$ cat config.mk
export PLATFORM = sky130hd
export DESIGN_NAME = uart_rx
export DESIGN_NICKNAME = d
export VERILOG_FILES = /design/src/rtl/uart_rx_pkg.sv /design/src/rtl/baud_tick_gen.sv /design/src/rtl/uart_rx.sv
export SDC_FILE = /design/constraint.sdc
export NUM_CORES = 1
export LEC_CHECK = 0
export ABC_AREA = 1
export ABC_CLOCK_PERIOD_IN_PS = 4170
export BUFFER_PORTS_ARGS = -buffer_cell sky130_fd_sc_hd__buf_2
export CORE_AREA = 3 3 63 94
export CTS_CLUSTER_DIAMETER = 150
export DETAILED_ROUTE_END_ITERATION = 12
export DIE_AREA = 0 0 66 97
export GPL_ROUTABILITY_DRIVEN = 0
export PLACE_DENSITY = 0.65
export SYNTH_ARGS = -nofsm -noshare
export SYNTH_HDL_FRONTEND = slang
export SYNTH_SLANG_ARGS = --single-unit
$ cat constraint.sdc
create_clock -name clk -period 4.17 [get_ports clk]
set_input_delay 0.417 -clock clk [delete_from_list [all_inputs] [get_ports clk]]
set_output_delay 0.417 -clock clk [all_outputs]
set_load 0.01 [all_outputs]
$ cat src/rtl/uart_rx_pkg.sv
// Shared UART definitions: FSM state encoding, default line settings and
// the baud divisor formula used by both the transmitter and the receiver.
package uart_rx_pkg;

    localparam int unsigned CLK_FREQ_DEF   = 100_000_000;
    localparam int unsigned BAUD_DEF       = 9600;
    localparam int unsigned OVERSAMPLE_DEF = 16;
    localparam int unsigned DATA_W         = 8;
    localparam int unsigned TICK_CNT_W     = 4;
    localparam int unsigned BIT_CNT_W      = 3;

    typedef enum logic [2:0] {
        ST_IDLE  = 3'd0,
        ST_START = 3'd1,
        ST_DATA  = 3'd2,
        ST_STOP  = 3'd3,
        ST_BREAK = 3'd4
    } state_e;

    // Integer-truncated clocks per oversample tick.
    function automatic int unsigned baud_div(input int unsigned clk_freq,
                                             input int unsigned baud,
                                             input int unsigned oversample);
        return clk_freq / (baud * oversample);
    endfunction

endpackage

$ cat src/rtl/baud_tick_gen.sv
// Free-running oversample tick generator; one-cycle tick every DIV clocks,
// never resynchronised to line activity.
module baud_tick_gen
    import uart_rx_pkg::*;
#(
    parameter int unsigned CLK_FREQ   = CLK_FREQ_DEF,
    parameter int unsigned BAUD       = BAUD_DEF,
    parameter int unsigned OVERSAMPLE = OVERSAMPLE_DEF
) (
    input  logic clk,
    input  logic rst,
    output logic tick
);

    localparam int unsigned DIV   = baud_div(CLK_FREQ, BAUD, OVERSAMPLE);
    localparam int unsigned CNT_W = (DIV > 1) ? $clog2(DIV) : 1;

    logic [CNT_W-1:0] cnt_q, cnt_d;
    logic             tick_q, tick_d;

    always_comb begin
        cnt_d  = cnt_q + CNT_W'(1);
        tick_d = 1'b0;
        if (cnt_q == CNT_W'(DIV - 1)) begin
            cnt_d  = '0;
            tick_d = 1'b1;
        end
    end

    always_ff @(posedge clk or posedge rst) begin
        if (rst) begin
            cnt_q  <= '0;
            tick_q <= 1'b0;
        end else begin
            cnt_q  <= cnt_d;
            tick_q <= tick_d;
        end
    end

    assign tick = tick_q;

endmodule

$ cat src/rtl/uart_rx.sv
// 8N1 UART receiver with 16x oversampling, mid-bit sampling and a BREAK
// state that holds off new frames while the line stays low after a bad stop.
module uart_rx
    import uart_rx_pkg::*;
#(
    parameter int unsigned CLK_FREQ   = CLK_FREQ_DEF,
    parameter int unsigned BAUD       = BAUD_DEF,
    parameter int unsigned OVERSAMPLE = OVERSAMPLE_DEF
) (
    input  logic              clk,
    input  logic              rst,
    input  logic              rx,
    output logic [DATA_W-1:0] rx_data,
    output logic              rx_done,
    output logic              rx_busy,
    output logic              frame_err
);

    logic [1:0] sync_q;
    logic       rx_s;
    logic       tick;

    state_e                state_q, state_d;
    logic [TICK_CNT_W-1:0] tick_cnt_q, tick_cnt_d;
    logic [BIT_CNT_W-1:0]  bit_cnt_q, bit_cnt_d;
    logic [DATA_W-1:0]     shreg_q, shreg_d;
    logic [DATA_W-1:0]     rx_data_q, rx_data_d;
    logic                  rx_done_q, rx_done_d;
    logic                  frame_err_q, frame_err_d;
    logic                  rx_busy_q;

    // Two-flop synchronizer, reset to the idle-high line level.
    always_ff @(posedge clk or posedge rst) begin
        if (rst) begin
            sync_q <= 2'b11;
        end else begin
            sync_q <= {sync_q[0], rx};
        end
    end
    assign rx_s = sync_q[1];

    baud_tick_gen #(
        .CLK_FREQ   (CLK_FREQ),
        .BAUD       (BAUD),
        .OVERSAMPLE (OVERSAMPLE)
    ) u_tick (
        .clk  (clk),
        .rst  (rst),
        .tick (tick)
    );

    always_comb begin
        state_d     = state_q;
        tick_cnt_d  = tick_cnt_q;
        bit_cnt_d   = bit_cnt_q;
        shreg_d     = shreg_q;
        rx_data_d   = rx_data_q;
        rx_done_d   = 1'b0;
        frame_err_d = 1'b0;

        case (state_q)
            ST_IDLE: begin
                if (!rx_s) begin
                    state_d    = ST_START;
                    tick_cnt_d = '0;
                end
            end
            ST_START: begin
                if (tick) begin
                    if (tick_cnt_q == TICK_CNT_W'(7)) begin
                        if (!rx_s) begin
                            state_d    = ST_DATA;
                            tick_cnt_d = '0;
                            bit_cnt_d  = '0;
                        end else begin
                            state_d = ST_IDLE;
                        end
                    end else begin
                        tick_cnt_d = tick_cnt_q + TICK_CNT_W'(1);
                    end
                end
            end
            ST_DATA: begin
                if (tick) begin
                    tick_cnt_d = tick_cnt_q + TICK_CNT_W'(1);
                    if (tick_cnt_q == TICK_CNT_W'(15)) begin
                        shreg_d = {rx_s, shreg_q[DATA_W-1:1]};
                        if (bit_cnt_q == BIT_CNT_W'(7)) begin
                            state_d = ST_STOP;
                        end else begin
                            bit_cnt_d = bit_cnt_q + BIT_CNT_W'(1);
                        end
                    end
                end
            end
            ST_STOP: begin
                if (tick) begin
                    tick_cnt_d = tick_cnt_q + TICK_CNT_W'(1);
                    if (tick_cnt_q == TICK_CNT_W'(15)) begin
                        if (rx_s) begin
                            rx_data_d = shreg_q;
                            rx_done_d = 1'b1;
                            state_d   = ST_IDLE;
                        end else begin
                            frame_err_d = 1'b1;
                            state_d     = ST_BREAK;
                        end
                    end
                end
            end
            ST_BREAK: begin
                if (rx_s) begin
                    state_d = ST_IDLE;
                end
            end
            default: state_d = ST_IDLE;
        endcase
    end

    always_ff @(posedge clk or posedge rst) begin
        if (rst) begin
            state_q     <= ST_IDLE;
            tick_cnt_q  <= '0;
            bit_cnt_q   <= '0;
            shreg_q     <= '0;
            rx_data_q   <= '0;
            rx_done_q   <= 1'b0;
            frame_err_q <= 1'b0;
            rx_busy_q   <= 1'b0;
        end else begin
            state_q     <= state_d;
            tick_cnt_q  <= tick_cnt_d;
            bit_cnt_q   <= bit_cnt_d;
            shreg_q     <= shreg_d;
            rx_data_q   <= rx_data_d;
            rx_done_q   <= rx_done_d;
            frame_err_q <= frame_err_d;
            rx_busy_q   <= (state_d != ST_IDLE);
        end
    end

    assign rx_data   = rx_data_q;
    assign rx_done   = rx_done_q;
    assign rx_busy   = rx_busy_q;
    assign frame_err = frame_err_q;

endmodule

==> results of run 1 <==
==> worst max-delay path: stages (launching register included) <==
cell	delay, ns
dfrtp_1	0.41
ha_1	0.28
nand4_2	0.16
nor2_2	0.12
nand2_2	0.23
nand2_1	0.16
o21ai_2	0.06
==> routing by layer <==
layer,GRT usage,wire [um],vias up
li1,-,-,754
met2,0.213,1820,15
met5,0,0,-
met4,0.0704,104,0
met1,0.143,1450,705
met3,0.0314,101,8
==> synthesized netlist by cell type <==
library cell | instances | area (sq um)
xnor2_1 | 1 | 8.76
nand2_1 | 54 | 203
inv_2 | 2 | 7.51
buf_6 | 2 | 22.5
nor3b_1 | 1 | 7.51
a21oi_1 | 1 | 5.00
a31oi_1 | 1 | 6.26
o21ai_0 | 4 | 20.0
ha_1 | 5 | 62.6
nor3_1 | 1 | 5.00
o21bai_1 | 1 | 7.51
dfstp_2 | 2 | 52.6
dfrtp_1 | 40 | 1000
nand4_1 | 7 | 43.8
o21ai_2 | 16 | 140
nand3_1 | 14 | 70.1
nor2_1 | 22 | 82.6
o21ai_1 | 2 | 10.0
xor2_1 | 3 | 26.3
nand2_4 | 1 | 11.3
nand3_2 | 2 | 20.0
nor2_2 | 4 | 25.0
nand3b_1 | 2 | 15.0
nor2_4 | 1 | 11.3
inv_1 | 28 | 105
nand4_2 | 1 | 12.5
nand2_2 | 7 | 43.8
or2_1 | 1 | 6.26
==> logic make-up (layout without fill, tap and decap cells) <==
family / count (synthesis) / after routing / synth area share
XOR/XNOR: 4 / 4 / 0.0172
buffers and inverters: 32 / 52 / 0.0665
flip-flops: 42 / 42 / 0.518
adder cells (fa/ha/maj): 5 / 5 / 0.0308
AO/OA/AOI/OAI: 25 / 25 / 0.0930
AND/OR/NAND/NOR: 118 / 118 / 0.274
==> report_power, final <==
part	internal [W]	switching (W)	leakage, nW
Sequential	0.000409	0.000000387	0.555
Clock	0.000240	0.000147	0.0683
Combinational	0.00000144	0.00000919	0.498
==> per-stage QoR <==
| step | instance area [sq um] | worst slack, ns | std cells | util | hold slack, ns |
|---|---|---|---|---|---|
| global route | 2300 | 2.51 | 314 | 0.446 | 0.208 |
| finish | 2300 | 2.64 | 314 | 0.446 | 0.217 |
| floorplan | 2030 | 2.78 | 226 | - | 0.345 |
| detailed placement | 2170 | 2.63 | 306 | 0.420 | 0.348 |
| CTS | 2300 | 2.61 | 314 | 0.446 | 0.206 |
| global placement | 2170 | 2.66 | 306 | 0.420 | 0.347 |
==> final cells by class <==
type | instances | area (sq um) | share of cell area
flip-flops and latches | 42 | 1050 | 0.457
repair buffers | 14 | 72.6 | 0.0315
multi-input cells | 152 | 843 | 0.366
clock buffers | 5 | 68.8 | 0.0299
inverters | 30 | 113 | 0.0489
well taps | 68 | 85.1 | 0.0369
clock inverters | 3 | 68.8 | 0.0299
==> flip-flops by register name, summed over array words and instances (netlist names) <==
| register | flops |
|---|---|
| u_tick.tick | 1 |
| sync_q | 2 |
| u_tick.cnt_q | 10 |
| rx_done | 1 |
| shreg_q | 8 |
| rx_busy | 1 |
| frame_err | 1 |
| state_q | 3 |
| rx_data | 8 |
| bit_cnt_q | 3 |
| tick_cnt_q | 4 |
==> worst max path at each step <==
stage	start	slack, ns	cells after the start	end
finish	tick_cnt_q[0]	2.64	6	rx_data[3]
global route	tick_cnt_q[0]	2.51	6	rx_data[6]
CTS	tick_cnt_q[0]	2.61	6	rx_data[5]
detailed placement	tick_cnt_q[0]	2.63	6	rx_data[5]
global placement	tick_cnt_q[0]	2.66	6	rx_data[3]
floorplan	rst	2.78	1	bit_cnt_q[0]
==> flow_summary.json, run 1 <==
{
  "outcome": "finished clean",
  "yosys_warnings": 0,
  "critical_path.startpoint_type": "register",
  "syn-cell-area_sq_um": 2030,
  "layout_common_cells": "nand2_1, dfrtp_1, inv_1",
  "drc_errors": 0,
  "total_power_w": 0.000806,
  "rsz0062_at_grt": "false",
  "max-cap-violations": 0,
  "h-tree-depth": 2,
  "post_cts_buffers": 0,
  "path_class": "reg2reg",
  "end_kind": "register",
  "layout.nets": 253,
  "drtAntennaViolNets": 0,
  "reg2reg_depth": 6,
  "antenna_found_initial": 0,
  "cts_max_path_buffers": 2,
  "finalCritPeriodShare": 0.367,
  "grt.total_usage": 0.127,
  "gr-total-overflow": 0,
  "final_layout_size_suffix_gt1_frac": 0.236,
  "tns_ns": 0,
  "ys_seq_elements": 42,
  "max_slew_margin": 0.653,
  "cts_buffers": 5,
  "fmax_ghz": 0.653,
  "final_hold_viol_count": 0,
  "filler_cell_count": 508,
  "clock-sinks": 42,
  "hold_path_class": "in2reg",
  "first_iter_violations": 91,
  "crit_fanout": 16,
  "cp.required_ns": 4.36,
  "grt_pass1_wl_mm": 6.39,
  "syn_area_per_cell_sq_um": 8.99,
  "antenna_cells": 0,
  "avgViaCountPerCell": 4.72,
  "cts_tree": "built",
  "fp.dieH_um": 97,
  "synth-seq-area-share": 0.518,
  "layout_commonest_cell": "nand2_1",
  "leakage_nw": 1.12,
  "port_buffers": 13,
  "dp_hpwl_mm": 2.48,
  "area_delta_synth_final_pct": 13.4,
  "postSynthCellCount": 226,
  "post_cts_resized": 0,
  "ff2ff_setup_slack_ns": 2.64,
  "start_util": 0.393,
  "holdPathEnd": "sync_q[0]",
  "worst_ep_arrival_time_ns": 1.72,
  "worst_slew_pin_slew_ns": 0.520,
  "routedWlPerCell_um": 11.0,
  "path_clk_slew_ns": 0.08,
  "drt_pre_antenna_iters": 4,
  "synth_cell_types": 28,
  "fp.dieArea_sq_um": 6400,
  "routed_wl_mm": 3.47,
  "clk_latency_ns": 0.30,
  "clock-root-buffer": "clkbuf_8",
  "rows": 32,
  "grt_max_degree": 43,
  "hold_start": "rx",
  "skew_ns": 0.00611,
  "r2r_end": "rx_data[3]",
  "num_io_pins": 14,
  "fin_crit_ns": 1.53,
  "min_path_cells": 1,
  "p_per_area_nw_per_um2": 350,
  "max-vdd-ir-drop_mv": 0.161,
  "cts_hold_buf": 0,
  "syn_nets": 234,
  "r2r-start": "tick_cnt_q[0]",
  "setup_viol": 0,
  "design.core.area_sq_um": 5160,
  "grt_pass1_vias": 1455,
  "die_w_um": 66,
  "final_max_slew_viol_count": 0,
  "num_vias": 1482
}
Note: power is estimated with default switching activity, not from simulation.
==> run 2, diff against run 1 <==
--- a/config.mk
+++ b/config.mk
@@ -6,14 +6,14 @@
 export NUM_CORES = 1
 export LEC_CHECK = 0
 export ABC_AREA = 1
-export ABC_CLOCK_PERIOD_IN_PS = 4170
+export ABC_CLOCK_PERIOD_IN_PS = 1250
 export BUFFER_PORTS_ARGS = -buffer_cell sky130_fd_sc_hd__buf_2
 export CORE_AREA = 3 3 63 94
 export CTS_CLUSTER_DIAMETER = 150
 export DETAILED_ROUTE_END_ITERATION = 12
 export DIE_AREA = 0 0 66 97
 export GPL_ROUTABILITY_DRIVEN = 0
-export PLACE_DENSITY = 0.65
+export PLACE_DENSITY = 0.67
 export SYNTH_ARGS = -nofsm -noshare
 export SYNTH_HDL_FRONTEND = slang
 export SYNTH_SLANG_ARGS = --single-unit
==> constraint.sdc (replaced) <==
create_clock -name clk -period 1.25 [get_ports clk]
set_input_delay 0.125 -clock clk [delete_from_list [all_inputs] [get_ports clk]]
set_output_delay 0.125 -clock clk [all_outputs]
set_load 0.01 [all_outputs]
==> run 2 against run 1 <==
The flow now finishes with violations (setup timing). Count of clock-buffer cells in the layout stayed put. Die area stayed put. Combinational power grew to 5.0 times the previous value. Critical path depth stayed put. Wire length is 13% higher. Design area is 12% higher. Critical endpoint is now shreg_q[2]. Largest power group unchanged.
==> flow_summary.json, run 2 (synthesis results as in run 1) <==
{
  "cp_num_buf_inv": 0,
  "rows": 32,
  "drtAntennaViolNets": 0,
  "antenna_found_initial": 0,
  "cp_slowest_cell": "dfrtp_1",
  "skew_ns": 0.00587,
  "clock-sinks": 42,
  "antenna_cells": 0,
  "finalCritPeriodShare": 1.08,
  "layout_commonest_cell": "nand2_1",
  "final_hold_viol_count": 0,
  "cts_max_path_buffers": 2,
  "final_layout_size_suffix_gt1_frac": 0.398,
  "max-cap-violations": 0,
  "layout.nets": 276,
  "p_int_w": 0.00177,
  "dp_slack_ns": -0.0827,
  "switching_share": 0.231,
  "routed_wl_mm": 3.91,
  "cts_buffers": 5,
  "rsz0062_at_grt": "true",
  "avgViaCountPerCell": 4.75,
  "h-tree-depth": 2,
  "ff2ff_setup_slack_ns": -0.10,
  "die_w_um": 66,
  "clk_latency_ns": 0.30,
  "path_clk_slew_ns": 0.09,
  "cts_tree": "built",
  "path_class": "reg2reg",
  "design.core.area_sq_um": 5160,
  "setup_ws_ns": -0.101,
  "worst_slew_pin_slew_ns": 0.521,
  "fp.dieH_um": 97,
  "port_buffers": 13,
  "drt_pre_antenna_iters": 5,
  "final_max_slew_viol_count": 0,
  "p_per_area_nw_per_um2": 889,
  "layout_common_cells": "nand2_1, dfrtp_1, inv_1",
  "fp.dieArea_sq_um": 6400,
  "multi_input_area_sq_um": 966,
  "cp.required_ns": 1.44,
  "violations": "setup timing",
  "routedWlPerCell_um": 11.6,
  "clock-root-buffer": "clkbuf_8",
  "start_util": 0.393,
  "pwr-share-seq": 0.592,
  "worst_ep_arrival_time_ns": 1.54,
  "filler_cell_count": 480,
  "crit_fanout": 16,
  "drc_errors": 0,
  "dp_hpwl_mm": 2.76,
  "top_register": "u_tick.cnt_q",
  "fin_crit_ns": 1.35,
  "grt_pass1_wl_mm": 6.79,
  "setup_viol": 25,
  "fin_hold_ws_ns": 0.336,
  "switchingPower_w": 0.000531,
  "outcome": "finished, violations left",
  "num_io_pins": 14,
  "gr-total-overflow": 0,
  "critical_path.startpoint_type": "register",
  "end_kind": "register",
  "max_slew_margin": 0.651,
  "power_frac_comb": 0.023,
  "area_delta_synth_final_pct": 27.5,
  "num_vias": 1602,
  "place_inst": 323,
  "path_cells": "ha_4 > nand3_2 > nor2_4 > nand2_8 > nand2_1 > o21ai_2",
  "area.sequential_sq_um": 1060,
  "slowest_delay_ns": 0.41,
  "fmax_ghz": 0.740,
  "grt_max_degree": 32,
  "critPathTopFamily": "simple AND/OR/NAND/NOR gates",
  "power.share.clock": 0.385,
  "max-vdd-ir-drop_mv": 0.461,
  "grt_pass1_vias": 1629,
  "largest_reg_flops": 10,
  "grt.total_usage": 0.137,
  "first_iter_violations": 61,
  "leakage_nw": 1.19,
  "fin_cells": 337,
  "hold_path_class": "in2async"
}
[run 2: through the flow]
stage                     instance area (sq um)  utilization  TNS, ns  power, W
after floorplan                            2040            -  -0.0645   0.00141
after global placement                     2330        0.452   -0.461   0.00144
after detailed placement                   2330        0.452    -1.19   0.00144
after CTS                                  2490        0.481    -1.40   0.00234
after global routing                       2590        0.502    -3.72   0.00240
final                                      2590        0.502    -1.66   0.00230
[run 2: worst paths after layout]
check	start	to	depth (start not counted)
setup reg to reg	tick_cnt_q[1]	shreg_q[2]	6
hold / removal	rst	tick_cnt_q[1]	3
max in group asynchronous	rst	u_tick.tick	4
setup / recovery	tick_cnt_q[1]	shreg_q[2]	6
min in group clk	sync_q[0]	sync_q[1]	0
hold reg to reg	sync_q[0]	sync_q[1]	0
[run 2: power by group through the flow]
stage / combinational, W / clock [W] / sequential [W]
floorplan: 0.0000233 / 0 / 0.00139
detailed placement: 0.0000494 / 0 / 0.00139
global route: 0.0000601 / 0.000973 / 0.00137
CTS: 0.0000544 / 0.000925 / 0.00136
global placement: 0.0000480 / 0 / 0.00139
finish: 0.0000526 / 0.000887 / 0.00136
[run 2: area by class of cell]
cell class                      instances  share of cell area
Sequential cell                        42               0.408
Multi-Input combinational cell        152               0.373
Timing Repair Buffer                   37               0.108
Clock buffer                            5              0.0266
Inverter                               30              0.0435
Tap cell                               68              0.0328
Clock inverter                          3             0.00821
[run 2: repair_timing]
item	4_1_cts	5_1_grt
gates resized for setup	10	27
pin swaps	4	8
hold buffers	2	0
setup buffers	3	2
setup endpoints to repair	25	35
hold endpoints to repair	10	0
[run 2: tightest hold or removal path, stage by stage]
cell           delay (ns)
dlygate4sd3_1        0.53
buf_2                0.12
clkinv_1             0.28
[run 2: routing by layer]
| layer | up-vias | track usage | routed length (um) |
|---|---|---|---|
| met4 | 0 | 0.0814 | 114 |
| met2 | 20 | 0.241 | 2150 |
| li1 | 802 | - | - |
| met1 | 770 | 0.142 | 1560 |
| met5 | - | 0 | 0 |
| met3 | 10 | 0.0290 | 82 |
